[config.mk]
export PLATFORM = sky130hd
export DESIGN_NAME = byte_queue
export DESIGN_NICKNAME = d
export VERILOG_FILES = /design/src/rtl/byte_queue_pkg.sv /design/src/rtl/queue_mem.sv /design/src/rtl/byte_queue.sv
export SDC_FILE = /design/constraint.sdc
export NUM_CORES = 1
export LEC_CHECK = 0
export ABC_AREA = 0
export CORE_ASPECT_RATIO = 1.4
export CORE_MARGIN = 5
export CORE_UTILIZATION = 35
export CTS_CLUSTER_SIZE = 8
export DETAILED_ROUTE_END_ITERATION = 16
export GPL_TIMING_DRIVEN = 1
export SLEW_MARGIN = 40
export SYNTH_ARGS = -nofsm -noshare
export SYNTH_HDL_FRONTEND = slang
export SYNTH_SLANG_ARGS = --single-unit
[constraint.sdc]
create_clock -name clock_100KHZ -period 3.3 [get_ports clock_100KHZ]
set_input_delay 0.495 -clock clock_100KHZ [delete_from_list [all_inputs] [get_ports clock_100KHZ]]
set_output_delay 0.495 -clock clock_100KHZ [all_outputs]
set_load 0.01 [all_outputs]
[src/rtl/byte_queue_pkg.sv]
// byte_queue_pkg: shared types and default sizes for the byte queue.
//   q_state_t : enqueue handshake FSM states (IDLE, ACK, HOLD)
//   Q_WIDTH   : default bits per entry
//   Q_DEPTH   : default number of entries (power of two, >= 2)
package byte_queue_pkg;

  typedef enum logic [1:0] {
    IDLE = 2'd0,
    ACK  = 2'd1,
    HOLD = 2'd2
  } q_state_t;

  localparam int Q_WIDTH = 8;
  localparam int Q_DEPTH = 8;

endpackage

[src/rtl/queue_mem.sv]
// queue_mem: WIDTH x DEPTH storage array for byte_queue.
// The array itself carries no reset; only the registered read data does, so the
// queue output comes up as zero.
// Ports:
//   clock_100KHZ : clock, rising edge
//   reset        : asynchronous active-high reset of the read register only
//   wr_en/wr_addr/wr_data : synchronous write port
//   rd_en/rd_addr         : read request; rd_data updates on the next edge
//   rd_data               : registered read data, holds when rd_en=0
module queue_mem
  import byte_queue_pkg::*;
#(
  parameter int WIDTH = Q_WIDTH,
  parameter int DEPTH = Q_DEPTH,
  parameter int PTR_W = $clog2(DEPTH)
) (
  input  logic             clock_100KHZ,
  input  logic             reset,
  input  logic             wr_en,
  input  logic [PTR_W-1:0] wr_addr,
  input  logic [WIDTH-1:0] wr_data,
  input  logic             rd_en,
  input  logic [PTR_W-1:0] rd_addr,
  output logic [WIDTH-1:0] rd_data
);

  logic [WIDTH-1:0] mem [DEPTH];

  always_ff @(posedge clock_100KHZ) begin
    if (wr_en) begin
      mem[wr_addr] <= wr_data;
    end
  end

  always_ff @(posedge clock_100KHZ or posedge reset) begin
    if (reset) begin
      rd_data <= '0;
    end else if (rd_en) begin
      rd_data <= mem[rd_addr];
    end
  end

endmodule

[src/rtl/byte_queue.sv]
// byte_queue: single-clock byte FIFO fed by the serial deserializer.
// A byte is captured from data_in via the data_ready_in/ack_out handshake and
// served to the consumer on dequeue_in, one cycle after the request.
// Optional build macro: QUEUE_DROP_ON_FULL_EN -- when defined, a byte offered
// while full is acknowledged and discarded, and the sticky overflow_out flag is
// raised. When undefined, a full queue stalls the handshake.
// Ports:
//   clock_100KHZ   : clock, rising edge
//   reset          : asynchronous active-high reset
//   data_in        : byte from the deserializer, valid while data_ready_in=1
//   data_ready_in  : deserializer has a byte pending, held until acknowledged
//   ack_out        : one-cycle pulse, byte captured (or dropped)
//   dequeue_in     : consumer request, sampled every cycle
//   data_out       : head byte, registered
//   data_valid_out : one-cycle pulse, data_out updated by a dequeue
//   len_out        : occupancy 0..DEPTH
//   empty_out      : len_out == 0
//   full_out       : len_out == DEPTH
//   overflow_out   : (QUEUE_DROP_ON_FULL_EN only) sticky drop indicator
module byte_queue
  import byte_queue_pkg::*;
#(
  parameter int WIDTH = Q_WIDTH,
  parameter int DEPTH = Q_DEPTH,
  localparam int PTR_W = $clog2(DEPTH)
) (
  input  logic             clock_100KHZ,
  input  logic             reset,
  input  logic [WIDTH-1:0] data_in,
  input  logic             data_ready_in,
  output logic             ack_out,
  input  logic             dequeue_in,
  output logic [WIDTH-1:0] data_out,
  output logic             data_valid_out,
  output logic [PTR_W:0]   len_out,
  output logic             empty_out,
  output logic             full_out
`ifdef QUEUE_DROP_ON_FULL_EN
  ,
  output logic             overflow_out
`endif
);

  localparam logic [PTR_W:0] LEN_FULL = (PTR_W + 1)'(DEPTH);

  q_state_t         state;
  q_state_t         state_next;
  logic [PTR_W-1:0] wr_ptr;
  logic [PTR_W-1:0] rd_ptr;
  logic [PTR_W:0]   len;
  logic             full;
  logic             take;   // handshake accepted this cycle (written or dropped)
  logic             wr_en;  // byte actually stored this cycle
  logic             rd_en;

  assign full  = (len == LEN_FULL);
  assign rd_en = dequeue_in && (len != '0);

  // State register
  always_ff @(posedge clock_100KHZ or posedge reset) begin
    if (reset) begin
      state <= IDLE;
    end else begin
      state <= state_next;
    end
  end

  // Next-state logic. HOLD waits for data_ready_in to fall so the byte that
  // was just acknowledged is not captured a second time.
  always_comb begin
    state_next = state;
    case (state)
      IDLE:    if (take) state_next = ACK;
      ACK:     state_next = HOLD;
      HOLD:    if (!data_ready_in) state_next = IDLE;
      default: state_next = IDLE;
    endcase
  end

  // Output logic. ack_out is a decode of the registered state, so it is a
  // clean one-cycle pulse in the cycle after the capture edge.
  always_comb begin
    take    = 1'b0;
    wr_en   = 1'b0;
    ack_out = (state == ACK);
    if (state == IDLE && data_ready_in) begin
`ifdef QUEUE_DROP_ON_FULL_EN
      take  = 1'b1;
      wr_en = !full;
`else
      take  = !full;
      wr_en = !full;
`endif
    end
  end

  // Pointers, occupancy and read strobe. A dequeue on a full queue frees space
  // only from the next cycle, since the write decision uses the current len.
  always_ff @(posedge clock_100KHZ or posedge reset) begin
    if (reset) begin
      wr_ptr         <= '0;
      rd_ptr         <= '0;
      len            <= '0;
      data_valid_out <= 1'b0;
    end else begin
      data_valid_out <= rd_en;
      if (wr_en) wr_ptr <= wr_ptr + 1'b1;
      if (rd_en) rd_ptr <= rd_ptr + 1'b1;
      case ({wr_en, rd_en})
        2'b10:   len <= len + 1'b1;
        2'b01:   len <= len - 1'b1;
        default: len <= len;
      endcase
    end
  end

`ifdef QUEUE_DROP_ON_FULL_EN
  always_ff @(posedge clock_100KHZ or posedge reset) begin
    if (reset) begin
      overflow_out <= 1'b0;
    end else if (take && !wr_en) begin
      overflow_out <= 1'b1;
    end
  end
`endif

  queue_mem #(
    .WIDTH (WIDTH),
    .DEPTH (DEPTH),
    .PTR_W (PTR_W)
  ) mem_inst (
    .clock_100KHZ (clock_100KHZ),
    .reset        (reset),
    .wr_en        (wr_en),
    .wr_addr      (wr_ptr),
    .wr_data      (data_in),
    .rd_en        (rd_en),
    .rd_addr      (rd_ptr),
    .rd_data      (data_out)
  );

  assign len_out   = len;
  assign empty_out = (len == '0);
  assign full_out  = full;

endmodule
# ---- Word-level counts from Yosys, hierarchy flattened
# Memories as Yosys holds them, arrays and structs flattened. A register that Yosys moved wholly into a read port is not among the register bits.
# Cells that the tools add are included.
dict set report totals {
  reg_bits 13
  elab_cells 32
  ram_bits 64
  inputBits 12
  memories 1
}
dict set report classes {
  reduce_logical 8
  eq_ne 7
  add_sub_neg 4
  muxes 7
}
# name depth word_bits rd rd_ports_with_merged_regs write_ports line
set mem_list {}
lappend mem_list {mem_inst.mem 8 8 1 1 1 queue_mem.sv:27} ;# logic [WIDTH-1:0] mem [DEPTH];
# operator n
set ops {}
lappend ops {{4-bit case mux with 2 select lines} 1}
lappend ops {{3-bit by 1-bit adder with 3-bit output, second input constant} 2}
lappend ops {{2-bit case mux with 3 select lines} 1}
lappend ops {{4-bit by 1-bit adder with 4-bit output, second input constant} 1}
lappend ops {{2-bit by 1-bit == test with 1-bit output, second input constant} 2}
lappend ops {{2-bit == test, second input constant} 2}
lappend ops {{4-bit == test, second input constant} 1}
lappend ops {{4-bit zero test} 1}
lappend ops {{2-bit 2-to-1 mux} 2}
lappend ops {{2-bit != test, second input constant} 2}
lappend ops {{4-bit nonzero test} 1}
lappend ops {{4-bit by 1-bit subtractor with 4-bit output, second input constant} 1}
lappend ops {{1-bit 2-to-1 mux} 3}
lappend ops {{1-bit logical AND} 2}
lappend ops {{2-bit zero test} 1}
lappend ops {{2-bit AND reduction} 1}
lappend ops {{2-bit nonzero test} 1}
lappend ops {{1-bit zero test} 1}

# ---- Depth between registers and ports, before layout
# Gate-level depths: netlist of run 1.
dict set report depth {
  depth_word 5
  mapped_depth 9
  mapped_depth_nobuf 8
}

# ---- Modules after synthesis
# Synthesis of run 1 repeated with hierarchy kept, for this count alone.
dict set report unflattened {
  cells_unflattened 235
  area_unflattened_um2 3612.2
}
# mod area_each_um2 n_inst cells_per_inst
set by_module_without_submodules {}
lappend by_module_without_submodules {queue_mem 2865.2 1 170}
lappend by_module_without_submodules {byte_queue 747.0 1 65}

# ---- Worst setup path before layout of run 1
# OpenSTA, ideal clock, no wires.
dict set report synth_path {
  path_kind {register to register}
  startpoint {register len[0] (netlist: len_out[0])}
  endpoint {register len[3] (netlist: len_out[3])}
  path_stages_with_launch 10
  t_arrival_ns 2.191
  setup_time_ns 0.134
  t_required_ns 3.166
  setup_slack_ns 0.975
  cell_sequence {dfrtp_1 > buf_2 > o41ai_4 > inv_2 > ha_1 > ha_1 > inv_1 > nor4_1 > nand4b_1 > o211ai_1}
}
dict set report synth_between {
  word_cells_on_any_way 11
}
# item line
set synth_lines {}
lappend synth_lines {{start, declared} byte_queue.sv:50} ;# logic [PTR_W:0] len;
lappend synth_lines {{start signal, assigned} byte_queue.sv:110} ;# 2'b10: len <= len + 1'b1;
lappend synth_lines {{start signal, assigned} byte_queue.sv:111} ;# 2'b01: len <= len - 1'b1;
lappend synth_lines {{start signal, assigned} byte_queue.sv:112} ;# default: len <= len;
lappend synth_lines {{4-bit nonzero test *} byte_queue.sv:57} ;# assign rd_en = dequeue_in && (len != '0);
lappend synth_lines {{1-bit logical AND *} byte_queue.sv:57}
lappend synth_lines {{net mem_inst.rd_en} queue_mem.sv:22} ;# input logic rd_en,
lappend synth_lines {{2-bit by 1-bit == test with 1-bit output or 2-bit == test (tied branches)} byte_queue.sv:109} ;# case ({wr_en, rd_en})
lappend synth_lines {{4-bit case mux with 2 select lines or 2-bit nonzero test (tied branches)} --}
# The timed path passes the listed nets; every way through them passes the cells marked *.
# A chain may end at the register's enable or synchronous reset.

# ---- Worst setup path in the final report of run 1
dict set report layout_path {
  startpoint {register len[1] (netlist: len_out[1])}
  endpoint {register len[3] (netlist: len_out[3])}
}
# Same word-level chain as after synthesis.

==> metrics, run 1 <==
worst clock skew roughly 3.5 ps; pin count of the biggest net entering global routing 35; vertical die dimension approximately 130 um; total standard cell area after synthesis 3530 um^2; library cell with the largest summed area after synthesis sky130_fd_sc_hd__edfxtp_1; cells on worst reg2reg path 8; CP Max Fanout 7; highest achievable clock rate 414 MHz; wirelength, routed 5.97 mm; Layout Nets 283; type of element capturing the critical path register; number of enable flip-flop cells after synthesis 64; Synth top area share a little over half; max-cap violation count 0; Max-Slew Margin vs Limit a little under three fifths; internal power around 2.6 mW; worst reg2reg setup slack 880 ps; Comb power frac 32.6%; simple-gate share of the synthesized area 6.95%; post-synthesis instance total 226; area of placed instances 3960 um^2; area enclosed by the die boundary 12200 um^2; average cell area after synthesis between 15 and 20 um^2; Post-Synth Adder-Cell Area under 10%; number of buffers inserted for hold repair after clock tree synthesis 0; final hold viol count 0; critical path startpoint category register; drt wl/cell 14.7 um; horizontal extent of the die 94.9 um; synth unique cells 37; root buf cell sky130_fd_sc_hd__clkbuf_16; result of the run finished clean; crit path capture len_out[3]$_DFFE_PP0P_; worst slack at placement ~630 ps; Synthesis Warnings 0; commonest cells after routing, fill and taps aside sky130_fd_sc_hd__edfxtp_1 (64), sky130_fd_sc_hd__clkdlybuf4s50_1 (27), sky130_fd_sc_hd__nand2_1 (22), sky130_fd_sc_hd__dfrtp_1 (21), sky130_fd_sc_hd__mux2i_1 (17); Post-Synthesis Net Count 244; required time of the worst setup path 3500 ps; Layout Utilization a little over two fifths; port buffer count 27; RSZ-0062 raised after global routing no; final count of negative-setup-slack endpoints 0; Total Routing Usage GR 10.8%; Initial Utilization 35.7%; Clock Sinks between 80 and 90; static leakage 1.56 nW; total net switching power 1.16 mW; Sw Ratio 31.1%; critical path class register to register; Pwr per Cell Area 879 nW/um^2; Worst-Skew Late Latency 330 ps; post-route setup TNS 0 ps; RD Place Congestion around 0.75; Antenna diodes 0; vias post-DR 1875; ratio of cells with drive above 1 in the final layout approximately a fifth; register bit count reported by yosys 85; share of the yosys chip area belonging to registers 69.3%; final period utilization roughly three quarters; grt total ovfl 0; critical path startpoint len_out[1]$_DFFE_PP0P_; share of the synthesized area in compound gates (AO/OA/AOI/OAI) 6.66%; initial drt markers 61; predominant post-synthesis flop cell sky130_fd_sc_hd__edfxtp_1; synthesis-to-finish area growth 20.7%; area of all placed cells without fillers about 4300 um^2; worst hold margin 483 ps; global-route wire length before repair 9.74 mm; post-CTS setup repair buffer count 0; number of instances in the placed design 389; number of routed nets with antenna violations 0; DR vias/cell 4.63; post-synthesis xor/xnor area fraction 1.24%; fin cells between 400 and 500; top cells by area, synth sky130_fd_sc_hd__edfxtp_1 (54%), sky130_fd_sc_hd__dfrtp_1 (15%), sky130_fd_sc_hd__mux2_2 (5.1%), sky130_fd_sc_hd__mux2i_1 (4.8%), sky130_fd_sc_hd__nand2_1 (2.3%); number of global-route vias before repair 1941; number of remaining DRC errors 0; most frequent standard cell in the layout excluding fill and tap cells sky130_fd_sc_hd__edfxtp_1; first drt pass iteration count 4; start of the worst register-to-register path len_out[1]$_DFFE_PP0P_; number of ports placed on the die boundary 28; num rows 43; CTS tree done; sequential cell fraction of total power roughly 41%; CP Data Arrival Time 2620 ps; number of clock buffers inserted by TritonCTS 9; core area 9900 um^2; post-synthesis async set-or-reset flop share 24.7%; min cycle time layout 2420 ps; fillcell total about 900; Worst Max-Slew Pin Slew 637 ps; highest ir drop seen on vdd between 0.0003 and 0.0004 V; fraction of synthesized area in multiplexers under 10%; HPWL reported at the end of detailed placement 4.17 mm; number of pins with negative max-slew slack in the final report 0; combinational family with the most area after synthesis multiplexers; post-route setup slack 884 ps; buffers from clock root to sink, at most 2; worst reg2reg path endpoint len_out[3]$_DFFE_PP0P_; Final Power 3.75 mW; H-Tree Level Count 3; post_cts resized 0; Hold Crit Class register to register; initial antenna violation count 0; Clk network pwr share 27.0%; clock-pin transition on the worst setup and hold timing paths 60 ps
## sequential cells by signal (all words and copies together), names as in the netlist
register / count
len_out: 4
data_valid_out: 1
state: 2
wr_ptr: 3
mem_inst.rd_data: 8
mem_inst.mem: 64
rd_ptr: 3
## power groups by stage
stage | registers, mW | logic, mW | clock network, mW
3_5_place_dp | 1.54 | 1.24 | 0
5_1_grt | 1.55 | 1.35 | 1.09
6_report | 1.52 | 1.22 | 1.01
2_1_floorplan | 1.54 | 0.882 | 0
3_3_place_gp | 1.54 | 1.22 | 0
4_1_cts | 1.52 | 1.25 | 1.05
## per-layer routing
metal | share of wire [%] | track usage (%) | vias up
met3 | 3.1 | 2.98 | 4
met1 | 44 | 12.3 | 913
met5 | 0 | 0 | -
li1 | - | - | 923
met4 | 1.2 | 5.10 | 0
met2 | 52 | 18.4 | 35
## worst min path at each step
stage	endpoint	depth (start not counted)	slack (ps)	start
after global placement	mem_inst.rd_data[0]$_DFFE_PP0P_	2	470	mem_inst.rd_data[0]$_DFFE_PP0P_
after detailed placement	mem_inst.rd_data[6]$_DFFE_PP0P_	2	480	mem_inst.rd_data[6]$_DFFE_PP0P_
after global routing	mem_inst.rd_data[1]$_DFFE_PP0P_	2	520	reset
after CTS	mem_inst.rd_data[6]$_DFFE_PP0P_	2	490	mem_inst.rd_data[6]$_DFFE_PP0P_
after floorplan	data_valid_out$_DFF_PP0_	1	470	reset
final	mem_inst.rd_data[0]$_DFFE_PP0P_	2	480	mem_inst.rd_data[0]$_DFFE_PP0P_
## worst max-delay path, stage by stage, from the launching register on
cell                       delay, ps
sky130_fd_sc_hd__dfrtp_1         470
sky130_fd_sc_hd__o41ai_4         540
sky130_fd_sc_hd__inv_2           110
sky130_fd_sc_hd__ha_1            300
sky130_fd_sc_hd__ha_1            340
sky130_fd_sc_hd__inv_1            70
sky130_fd_sc_hd__nor4_1          220
sky130_fd_sc_hd__nand4b_1        150
sky130_fd_sc_hd__o211ai_1         80
## cells by family (layout without fill, tap and decap cells)
logic type,count (synthesis),in the layout
flops,85,85
simple gates,48,48
mux,33,33
compound gates,31,31
buf+inv,18,62
fa+ha+maj,6,6
xor+xnor,5,5
## cell type report
cell class	instances	area, um^2	share of cell area, %
sequential	85	2450	57.4
tap	135	169	3.96
clock buffer	10	239	5.61
timing repair buffer	37	345	8.10
multi-input combinational	123	957	22.5
clock inverter	6	68.8	1.61
inverter	9	36.3	0.851
## synthesized netlist by cell type, types with 2 or more instances
cell type	count
sky130_fd_sc_hd__edfxtp_1	64
sky130_fd_sc_hd__nand2_1	22
sky130_fd_sc_hd__dfrtp_1	21
sky130_fd_sc_hd__mux2i_1	17
sky130_fd_sc_hd__mux2_2	16
sky130_fd_sc_hd__a221o_1	8
sky130_fd_sc_hd__nor2_1	8
sky130_fd_sc_hd__o21ai_1	8
sky130_fd_sc_hd__o22ai_1	8
sky130_fd_sc_hd__inv_1	7
sky130_fd_sc_hd__ha_1	5
sky130_fd_sc_hd__nand2b_1	4
sky130_fd_sc_hd__xnor2_1	4
sky130_fd_sc_hd__buf_6	3
sky130_fd_sc_hd__buf_12	2
sky130_fd_sc_hd__clkbuf_1	2
sky130_fd_sc_hd__nor2b_1	2
sky130_fd_sc_hd__nor3_1	2
sky130_fd_sc_hd__nor4_1	2
sky130_fd_sc_hd__o211ai_1	2
sky130_fd_sc_hd__o21ai_0	2
sky130_fd_sc_hd__or3_1	2
(Power assumes the default switching activity.)
==> run 2, diff against run 1 <==
==> constraint.sdc (replaced) <==
create_clock -name clock_100KHZ -period 2.25 [get_ports clock_100KHZ]
set_input_delay 0.3375 -clock clock_100KHZ [delete_from_list [all_inputs] [get_ports clock_100KHZ]]
set_output_delay 0.3375 -clock clock_100KHZ [all_outputs]
set_load 0.01 [all_outputs]
==> run 2 against run 1 <==
  * Sequential power is 46% higher
  * Clock power is 56% higher
  * Clock skew is 4.0 ps higher
  * Via count is 4.6% higher
  * Largest power group unchanged
  * Core utilization is 1.5 points higher
  * Final area is 3.6% higher
==> metrics, run 2 (same netlist as run 1, synthesis figures left out) <==
result of the run finished clean; number of flip-flops in the largest register 64 (unchanged); min cycle time layout 2130 ps; number of buffers inserted for hold repair after clock tree synthesis 0 (unchanged); Total Routing Usage GR 11.7% (+0.92 points); Multi-input gate area 991 um^2 (+3.5%); DR vias/cell 4.69 (+1.3%); vertical die dimension 129 um (unchanged); Clock Sinks 85 (unchanged); num rows 43 (unchanged); number of clock buffers inserted by TritonCTS 9 (unchanged); register with the highest flop count mem_inst.mem; number of routed nets with antenna violations 0 (unchanged); number of remaining DRC errors 0 (unchanged); worst hold margin 333 ps (-150 ps); port buffer count 27 (unchanged); horizontal extent of the die 94.9 um (unchanged); area of all placed cells without fillers 4410 um^2 (+3.6%); HPWL reported at the end of detailed placement 4.30 mm (+3.0%); Layout Nets 296 (+4.6%); required time of the worst setup path 1910 ps (-1590 ps); fin cells 418 (+3.2%); final period utilization roughly 95%; Max-Slew Margin vs Limit 54.4% (-3.1 points); H-Tree Level Count 3 (unchanged); RSZ-0062 raised after global routing no; final count of negative-setup-slack endpoints 0 (unchanged); Initial Utilization 35.7% (unchanged); CP Data Arrival Time 1800 ps (-820 ps); number of pins with negative max-slew slack in the final report 0 (unchanged); root buf cell sky130_fd_sc_hd__clkbuf_16; initial drt markers 68 (+11%); drt wl/cell 15.6 um (+6.0%); highest ir drop seen on vdd 0.000364 V (+21%); highest achievable clock rate 469 MHz; most frequent standard cell in the layout excluding fill and tap cells sky130_fd_sc_hd__edfxtp_1; vias post-DR 1961 (+4.6%); number of global-route vias before repair 1955 (+0.72%); area enclosed by the die boundary 12200 um^2 (unchanged); CTS tree done; clock-pin transition on the worst setup and hold timing paths 60 ps (about the same); final hold viol count 0 (unchanged); fillcell total 906 (-2.3%); buffers from clock root to sink, at most 2 (unchanged); core area 9900 um^2 (unchanged); Worst Max-Slew Pin Slew 681 ps (+44.6 ps); critical path class register to output port; max-cap violation count 0 (unchanged); number of instances in the placed design 398 (+2.3%); wirelength, routed 6.53 mm (+9.4%); post-route setup TNS 0 ps (unchanged); first drt pass iteration count 4 (unchanged); Worst-Skew Late Latency 330 ps (about the same); RD Place Congestion 0.761 (+0.97%); number of ports placed on the die boundary 28 (unchanged); global-route wire length before repair 10.2 mm (+5.0%); Hold Crit Class primary input to asynchronous set/reset pin; Pwr per Cell Area 1320 nW/um^2 (+51%); register area 2450 um^2 (+0.20%); pin count of the biggest net entering global routing 28 (-20%); commonest cells after routing, fill and taps aside sky130_fd_sc_hd__edfxtp_1 (64), sky130_fd_sc_hd__clkdlybuf4s50_1 (27), sky130_fd_sc_hd__buf_4 (23), sky130_fd_sc_hd__nand2_1 (22); CP Max Fanout 5 (-2); ratio of cells with drive above 1 in the final layout 25.1% (+6.2 points); synthesis-to-finish area growth 25.0%; Antenna diodes 0 (unchanged); initial antenna violation count 0 (unchanged); static leakage 1.63 nW (+4.2%); type of element capturing the critical path output port; grt total ovfl 0 (unchanged); area of placed instances 4040 um^2 (+2.1%); critical path startpoint category register; worst clock skew 7.42 ps (+3.96 ps)
-- run 2: cell count changes in the layout (fill, tap and decap cells not counted), moves of 2 or more --
cell / previous run / this run
sky130_fd_sc_hd__buf_4: 10 / 23
sky130_fd_sc_hd__dfrtp_1: 21 / 17
sky130_fd_sc_hd__dfrtp_2: 0 / 4
sky130_fd_sc_hd__ha_1: 5 / 3
-- run 2: worst max-delay path, cell delays in order (launching register included) --
cell and delay, ps:
sky130_fd_sc_hd__dfrtp_2 460, sky130_fd_sc_hd__nor4b_4 330, sky130_fd_sc_hd__buf_4 160, sky130_fd_sc_hd__clkdlybuf4s50_1 520
-- run 2: path summary, 6_finish.rpt --
path / start / to / slack (ps) / cells past startpoint
max reg2reg: len_out[2]$_DFFE_PP0P_ / len_out[2]$_DFFE_PP0P_ / 140 / 8
min reg2reg: mem_inst.rd_data[3]$_DFFE_PP0P_ / mem_inst.rd_data[3]$_DFFE_PP0P_ / 480 / 2
min: reset / mem_inst.rd_data[7]$_DFFE_PP0P_ / 330 / 2
min in group clock_100KHZ: mem_inst.rd_data[3]$_DFFE_PP0P_ / mem_inst.rd_data[3]$_DFFE_PP0P_ / 480 / 2
max: len_out[2]$_DFFE_PP0P_ / full_out / 120 / 3
max in group asynchronous: reset / len_out[3]$_DFFE_PP0P_ / 1580 / 2
-- run 2: area by class of cell --
class / count / area share (%)
multi-input cells: 123 / 22.4
clock inverters: 6 / 2.13
well taps: 135 / 3.83
flip-flops and latches: 85 / 55.6
inverters: 9 / 0.822
repair buffers: 50 / 10.0
clock buffers: 10 / 5.19
-- run 2: what timing repair did --
action | CTS | global route
buffers inserted | 0 | 4
resized for setup | 0 | 6
endpoints found under the setup margin | 0 | 2
-- run 2: routing by layer --
layer	wire length, um	part of all wire (%)	vias to the layer above	track usage, %
li1	-	-	958	-
met1	2540	39	953	12.1
met2	3600	55	39	20.8
met3	206	3.2	11	2.34
met4	186	2.8	0	7.82
met5	0	0	-	0
-- run 2: through the flow --
step | utilization (%) | setup slack [ps] | total power [mW]
2_1_floorplan | - | 8.75 | 3.58
3_3_place_gp | 40.8 | -20.9 | 4.19
3_5_place_dp | 40.8 | -114 | 4.24
4_1_cts | 44.0 | 68.7 | 5.83
5_1_grt | 44.6 | 9.78 | 6.17
6_report | 44.6 | 117 | 5.84
-- run 2: power breakdown --
group	total [mW]	internal, mW	switching (mW)
clock	1.58	0.982	0.598
sequential	2.22	2.01	0.210
combinational	2.04	1.04	0.999
total	5.84	4.04	1.81
